$ cat config.mk
export PLATFORM = sky130hd
export DESIGN_NAME = sync_to_async_bridge_flat
export DESIGN_NICKNAME = d
export VERILOG_FILES = /design/src/rtl/sync_to_async_bridge_if.sv /design/src/rtl/sync_to_async_bridge.sv /design/src/flat_wrapper.sv
export SDC_FILE = /design/constraint.sdc
export NUM_CORES = 1
export LEC_CHECK = 0
export ABC_AREA = 1
export CAP_MARGIN = 10
export CORE_MARGIN = 1
export CORE_UTILIZATION = 35
export CTS_CLUSTER_SIZE = 8
export DETAILED_ROUTE_END_ITERATION = 6
export RECOVER_POWER = 25
export SETUP_SLACK_MARGIN = 0.15
export SLEW_MARGIN = 20
export SYNTH_ARGS = -nofsm -noshare
export SYNTH_HDL_FRONTEND = slang
export SYNTH_SLANG_ARGS = --single-unit
$ cat constraint.sdc
create_clock -name clock_i -period 2.2 [get_ports clock_i]
set_input_delay 0.66 -clock clock_i [delete_from_list [all_inputs] [get_ports clock_i]]
set_output_delay 0.66 -clock clock_i [all_outputs]
set_load 0.03 [all_outputs]
$ cat src/rtl/sync_to_async_bridge_if.sv
// Handshake bundle for sync_to_async_bridge.
// Synchronous side: sync_valid / sync_ready / sync_d (ready/valid push port).
// Asynchronous side: async_req / async_ack / async_d (bundled-data req/ack port).
// Modports:
//   master - the bridge: consumes the sync port, drives the async request.
//   slave  - the environment: producer on the sync side, responder on the async side.
interface sync_to_async_bridge_if #(
  parameter int unsigned DATA_WIDTH = 8
) ();

  logic                  sync_valid;
  logic                  sync_ready;
  logic [DATA_WIDTH-1:0] sync_d;
  logic                  async_req;
  logic                  async_ack;
  logic [DATA_WIDTH-1:0] async_d;

  modport master (
    input  sync_valid,
    input  sync_d,
    input  async_ack,
    output sync_ready,
    output async_req,
    output async_d
  );

  modport slave (
    output sync_valid,
    output sync_d,
    output async_ack,
    input  sync_ready,
    input  async_req,
    input  async_d
  );

endinterface

$ cat src/rtl/sync_to_async_bridge.sv
// Sync-to-async bridge: buffers words from a clocked ready/valid port in a small FIFO and
// drains them one at a time onto a bundled-data req/ack port, using either 4-phase
// (return-to-zero) or 2-phase (transition) signalling.
// Ports:
//   clock_i        - single clock, all state on the rising edge
//   reset_ni       - asynchronous active-low reset
//   bus_io         - handshake bundle (master modport): sync push port + async req/ack port
//   busy_o         - FSM not idle or FIFO not empty
//   fifo_level_o   - current FIFO occupancy
//   timeout_err_o  - sticky flag: ack wait reached TIMEOUT_CYCLES
// The interface instance must use the same DATA_WIDTH as this module.
module sync_to_async_bridge #(
  parameter int unsigned DATA_WIDTH     = 8,
  parameter int unsigned DEPTH          = 4,
  parameter int unsigned SYNC_STAGE     = 2,
  parameter int unsigned PROTOCOL       = 0,
  parameter int unsigned TIMEOUT_CYCLES = 0,
  localparam int unsigned LevelW        = $clog2(DEPTH + 1)
) (
  input  logic                   clock_i,
  input  logic                   reset_ni,
  sync_to_async_bridge_if.master bus_io,
  output logic                   busy_o,
  output logic [LevelW-1:0]      fifo_level_o,
  output logic                   timeout_err_o
);

  localparam int unsigned PtrW = $clog2(DEPTH);
  localparam int unsigned CntW = (TIMEOUT_CYCLES > 0) ? $clog2(TIMEOUT_CYCLES + 1) : 1;
  localparam logic [CntW-1:0]   TmoMax    = CntW'(TIMEOUT_CYCLES);
  localparam logic [LevelW-1:0] LevelFull = LevelW'(DEPTH);
  localparam bit                TwoPhase  = (PROTOCOL == 1);
  localparam bit                TmoEn     = (TIMEOUT_CYCLES != 0);

  typedef enum logic [1:0] {StIdle, StSetup, StReq, StRelease} state_e;

  // ---------------------------------------------------------------------------
  // async_ack synchroniser
  // ---------------------------------------------------------------------------
  logic [SYNC_STAGE-1:0] ack_sync_q;
  logic                  ack_s;

  always_ff @(posedge clock_i or negedge reset_ni) begin
    if (!reset_ni) begin
      ack_sync_q <= '0;
    end else begin
      ack_sync_q[0] <= bus_io.async_ack;
      for (int i = 1; i < int'(SYNC_STAGE); i++) begin
        ack_sync_q[i] <= ack_sync_q[i-1];
      end
    end
  end

  assign ack_s = ack_sync_q[SYNC_STAGE-1];

  // ---------------------------------------------------------------------------
  // FIFO
  // ---------------------------------------------------------------------------
  logic [DATA_WIDTH-1:0] mem_q [DEPTH];
  logic [PtrW-1:0]       wptr_q, wptr_d;
  logic [PtrW-1:0]       rptr_q, rptr_d;
  logic [LevelW-1:0]     count_q, count_d;
  logic                  ready;
  logic                  push;
  logic                  pop;
  state_e                state_q;

  // Gated by reset so the producer never sees ready while the bridge is held in reset.
  assign ready = reset_ni & (count_q != LevelFull);
  assign push  = bus_io.sync_valid & ready;
  // The head is popped straight into the output register as the FSM leaves IDLE.
  assign pop   = (state_q == StIdle) && (count_q != '0);

  always_comb begin
    wptr_d  = wptr_q;
    rptr_d  = rptr_q;
    count_d = count_q;
    if (push) wptr_d = wptr_q + 1'b1;
    if (pop)  rptr_d = rptr_q + 1'b1;
    unique case ({push, pop})
      2'b10:   count_d = count_q + 1'b1;
      2'b01:   count_d = count_q - 1'b1;
      default: count_d = count_q;
    endcase
  end

  always_ff @(posedge clock_i or negedge reset_ni) begin
    if (!reset_ni) begin
      wptr_q  <= '0;
      rptr_q  <= '0;
      count_q <= '0;
    end else begin
      wptr_q  <= wptr_d;
      rptr_q  <= rptr_d;
      count_q <= count_d;
    end
  end

  // Storage needs no reset: occupancy is tracked by count_q alone.
  always_ff @(posedge clock_i) begin
    if (push) mem_q[wptr_q] <= bus_io.sync_d;
  end

  // ---------------------------------------------------------------------------
  // Handshake FSM with registered outputs
  // ---------------------------------------------------------------------------
  logic                  req_q;
  logic [DATA_WIDTH-1:0] data_q;
  logic [CntW-1:0]       tmo_cnt_q;
  logic                  tmo_err_q;
  logic                  req_done;
  logic                  tmo_step;
  logic [CntW-1:0]       tmo_inc;

  // 4-phase waits for ack high; 2-phase waits for ack to match the new req level.
  assign req_done = TwoPhase ? (ack_s == req_q) : ack_s;
  // Counter saturates at TmoMax; disabled entirely when TIMEOUT_CYCLES is 0.
  assign tmo_step = TmoEn && (tmo_cnt_q != TmoMax);
  assign tmo_inc  = tmo_cnt_q + 1'b1;

  always_ff @(posedge clock_i or negedge reset_ni) begin
    if (!reset_ni) begin
      state_q   <= StIdle;
      req_q     <= 1'b0;
      data_q    <= '0;
      tmo_cnt_q <= '0;
      tmo_err_q <= 1'b0;
    end else begin
      unique case (state_q)
        StIdle: begin
          if (count_q != '0) begin
            data_q  <= mem_q[rptr_q];
            state_q <= StSetup;
          end
        end
        // One cycle of data setup ahead of the request edge.
        StSetup: begin
          req_q     <= TwoPhase ? ~req_q : 1'b1;
          tmo_cnt_q <= '0;
          state_q   <= StReq;
        end
        StReq: begin
          if (req_done) begin
            if (TwoPhase) begin
              state_q <= StIdle;
            end else begin
              req_q     <= 1'b0;
              tmo_cnt_q <= '0;
              state_q   <= StRelease;
            end
          end else if (tmo_step) begin
            tmo_cnt_q <= tmo_inc;
            if (tmo_inc == TmoMax) tmo_err_q <= 1'b1;
          end
        end
        StRelease: begin
          if (!ack_s) begin
            state_q <= StIdle;
          end else if (tmo_step) begin
            tmo_cnt_q <= tmo_inc;
            if (tmo_inc == TmoMax) tmo_err_q <= 1'b1;
          end
        end
        default: state_q <= StIdle;
      endcase
    end
  end

  // ---------------------------------------------------------------------------
  // Outputs
  // ---------------------------------------------------------------------------
  assign bus_io.sync_ready = ready;
  assign bus_io.async_req  = req_q;
  assign bus_io.async_d    = data_q;
  assign busy_o            = (state_q != StIdle) || (count_q != '0);
  assign fifo_level_o      = count_q;
  assign timeout_err_o     = tmo_err_q;

endmodule

$ cat src/flat_wrapper.sv
// flat-port wrapper written by rule: the top's interface ports become plain ports
module sync_to_async_bridge_flat 
#(
  parameter int unsigned DATA_WIDTH     = 8,
  parameter int unsigned DEPTH          = 4,
  parameter int unsigned SYNC_STAGE     = 2,
  parameter int unsigned PROTOCOL       = 0,
  parameter int unsigned TIMEOUT_CYCLES = 0,
  localparam int unsigned LevelW        = $clog2(DEPTH + 1)
)
  (clock_i, reset_ni, busy_o, fifo_level_o, timeout_err_o, bus_io_sync_valid, bus_io_sync_d, bus_io_async_ack, bus_io_sync_ready, bus_io_async_req, bus_io_async_d);
  sync_to_async_bridge_if #(.DATA_WIDTH(DATA_WIDTH)) bus_io_i ();
  input  logic clock_i;
  input  logic reset_ni;
  output logic busy_o;
  output logic [LevelW-1:0] fifo_level_o;
  output logic timeout_err_o;
  input wire logic [$bits(bus_io_i.sync_valid)-1:0] bus_io_sync_valid;
  input wire logic [$bits(bus_io_i.sync_d)-1:0] bus_io_sync_d;
  input wire logic [$bits(bus_io_i.async_ack)-1:0] bus_io_async_ack;
  output wire logic [$bits(bus_io_i.sync_ready)-1:0] bus_io_sync_ready;
  output wire logic [$bits(bus_io_i.async_req)-1:0] bus_io_async_req;
  output wire logic [$bits(bus_io_i.async_d)-1:0] bus_io_async_d;
  assign bus_io_i.sync_valid = bus_io_sync_valid;
  assign bus_io_i.sync_d = bus_io_sync_d;
  assign bus_io_i.async_ack = bus_io_async_ack;
  assign bus_io_sync_ready = bus_io_i.sync_ready;
  assign bus_io_async_req = bus_io_i.async_req;
  assign bus_io_async_d = bus_io_i.async_d;
  sync_to_async_bridge #(.DATA_WIDTH(DATA_WIDTH), .DEPTH(DEPTH), .SYNC_STAGE(SYNC_STAGE), .PROTOCOL(PROTOCOL), .TIMEOUT_CYCLES(TIMEOUT_CYCLES)) u_core (.clock_i(clock_i), .reset_ni(reset_ni), .bus_io(bus_io_i), .busy_o(busy_o), .fifo_level_o(fifo_level_o), .timeout_err_o(timeout_err_o));
endmodule
==> out/results.tsv <==
stage	metric	value	unit
critical_path	worst reg2reg setup slack	0.35	ns
global_routing	global route total overflow	0	
cts	H-Tree Depth	2	
cts	root buf cell	clkbuf_8	
global_routing	Tot GR Track Use	12.6	%
critical_path	CP Data Arrival Time	1.34	ns
critical_path	Slowest cell on crit path	clkdlybuf4s50_1	
critical_path	WP depth	1	
sta	Final Hold Slack	0.374	ns
critical_path	worst-path cell chain	clkdlybuf4s50_1	
power_and_ir_drop	pwr/cell area	1270	nW/um^2
sta	Tightest Pin Transition	0.898	ns
sta	Max Slew Vio Count	0	
sta	f_max	501	MHz
routing	Routed Antenna Nets	0	
placed_design	placed cell areas	2850	um^2
synthesis	Mapped Area	2450	um^2
synthesis	dominant cells by area after synthesis	edfxtp_1 (39%), dfrtp_1 (20%), nand2_1 (11%)	
cts	clk buf depth	2	
floorplan	die height	85.6	um
floorplan	I/O Pins	27	
sta	period utilization	90.7	%
synthesis	yosys warns	0	
critical_path	max incr delay on CP	0.67	ns
power_and_ir_drop	peak supply drop	0.000394	V
critical_path	CP Launch Type	register	
finish	area added between synthesis and finish	20.5	%
finish	share of layout cells above drive strength 1	16.1	%
floorplan	Core ar.	6760	um^2
job	max cap viols	0	
synthesis	Mapped Nets	264	
global_routing	largest net degree at the start of global routing	18	
routing	total wire length	4.13	mm
critical_path	CP startpoint	u_core.bus_io.async_req$_DFFE_PN0P_	
floorplan	Die Wd	85.6	um
cts	post-CTS setup repair buffer count	0	
synthesis	most frequent cell after synthesis	nand2_1	
power_and_ir_drop	leak pwr	1.45	nW
placed_design	hpwl dp	2.94	mm
synthesis	synthesized flop and latch total	52	
critical_path	Worst Path Buf+Inv	1	
finish	Ant. Diodes	0	
critical_path	r2r startpoint	u_core.state_q[0]$_DFFE_PN0P_	
synthesis	average size of a mapped cell	10.2	um^2
critical_path	worst-path fanout max	3	
sta	Final setup viols	0	
synthesis	number of flops mapped to enable cells by yosys	32	
synthesis	Yosys top cell by area	edfxtp_1	
cts	clock slew at reported path FFs	0.09	ns
cts	CTS hold repair buffers	0	
synthesis	Mapped Cells	241	
sta	clock skew	0.00333	ns
routing	DRT Pass-1 Iters	6	
worst_hold_path	Hold Crit Start	u_core.ack_sync_q[0]$_DFF_PN0_	
cts	CTS tree	built	
sta	Final Hold Fails	0	
sta	RSZ-0062 raised after global routing	no	
critical_path	Setup crit end kind	primary output	
worst_hold_path	Worst Hold Depth	0	
critical_path	WP data required	1.54	ns
floorplan	Starting Density	36.2	%
cts	TritonCTS Buffers	5	
worst_hold_path	Hold WC Path Type	reg2reg	
synthesis	synth unique cells	27	
synthesis	ys flop type	edfxtp_1	
routing	Iteration-0 DRC Markers	45	
status	outcome	complete, no violations	
routing	DRC viols	0	
critical_path	CP top delay family	buffers and inverters	
global_routing	first-pass GRT wire length	7.00	mm
critical_path	critical path class	reg2out	
sta	Worst slew margin	40.2	%
routing	via/cell ratio	4.34	
routing	Vias	1583	
power_and_ir_drop	PnR Total Power	3.76	mW
synthesis	Yosys top cell area share	39.3	%
finish	post-route cell area	2950	um^2
global_routing	initial antenna violation count	0	
floorplan	Rows	30	
global_routing	vias in the first global route	1519	
floorplan	Die ar.	7330	um^2
finish	final net count	307	
synthesis	top cells by count, synth	nand2_1 (70), inv_1 (49), edfxtp_1 (32)	
synthesis	Async SR Flop Fraction	38.5	%
placed_design	routability-driven placement congestion ratio	0.718	
sta	Final min period	2.00	ns
critical_path	R2R cell count	11	
synthesis	sequential area share after synthesis	59.7	%
placed_design	Port Buffers	25	
cts	clock insertion delay at the later pin of the skew report	0.30	ns
routing	WL/cell	11.3	um
cts	CTS Sinks	52	
-- layer usage --
layer  GRT usage [%]  part of all wire, %  up-vias
met3            3.56                  2.4        5
met5               0                    0        -
met2            21.5                   49       17
li1                -                    -      824
met1            15.6                   47      737
met4            3.94                  1.4        0
-- per-stage QoR --
step                      util (%)  instances  setup WS [ns]  TNS, ns
after detailed placement      42.2        357         -0.111   -0.244
after global routing          43.6        365          0.157        0
final                         43.6        365          0.204        0
after CTS                     43.5        365         0.0573        0
after global placement        42.2        357        -0.0717   -0.146
after floorplan                  -        241          0.161        0
-- sequential cells by signal, indices dropped and copies added (netlist names) --
name / flops
u_core.mem_q: 32
u_core.bus_io.async_d: 8
u_core.fifo_level_o: 3
u_core.ack_sync_q: 2
u_core.rptr_q: 2
u_core.state_q: 2
u_core.wptr_q: 2
u_core.bus_io.async_req: 1
-- placed cells by master (no fill, tap or decap), types with 5 or more instances in the layout --
master / count
buf_4: 16
clkbuf_8: 5
clkdlybuf4s50_1: 12
dfrtp_1: 20
edfxtp_1: 32
ha_1: 9
inv_1: 47
nand2_1: 70
nand2_2: 10
nand3_1: 18
-- kinds of logic (layout without fill, tap and decap cells) --
logic type	count (synthesis)	after routing	synth area share [%]
compound gates	6	6	1.43
xor+xnor	4	4	1.43
fa+ha+maj	11	11	5.93
buf+inv	57	101	10.8
flops	52	52	59.7
other cells	1	1	0.153
simple gates	110	110	20.5
-- power breakdown --
| group | internal [mW] | switching [mW] | leakage [nW] |
|---|---|---|---|
| clock | 0.226 | 0.315 | 0.0445 |
| sequential | 1.28 | 0.173 | 0.531 |
| combinational | 0.715 | 1.05 | 0.874 |
| total | 2.22 | 1.54 | 1.45 |
-- layout make-up --
type | count | area [um^2]
clock buffers | 5 | 68.8
clock inverters | 3 | 21.3
fillers | 652 | 3810
inverters | 51 | 196
multi-input cells | 132 | 733
flip-flops and latches | 52 | 1460
well taps | 80 | 100
repair buffers | 42 | 368
-- worst paths after layout --
path,to
setup / recovery,bus_io_async_req
hold / removal,u_core.ack_sync_q[1]$_DFF_PN0_
setup reg to reg,u_core.fifo_level_o[2]$_DFFE_PN0P_
hold reg to reg,u_core.ack_sync_q[1]$_DFF_PN0_
max in group asynchronous,u_core.bus_io.async_d[2]$_DFFE_PN0P_
min in group asynchronous,u_core.wptr_q[0]$_DFFE_PN0P_
-- repair_timing --
| item | 4_1_cts | 5_1_grt |
|---|---|---|
| pin swaps | 0 | 0 |
| setup endpoints to repair | 5 | 6 |
| gates resized for setup | 5 | 10 |
(Power assumes the default switching activity.)
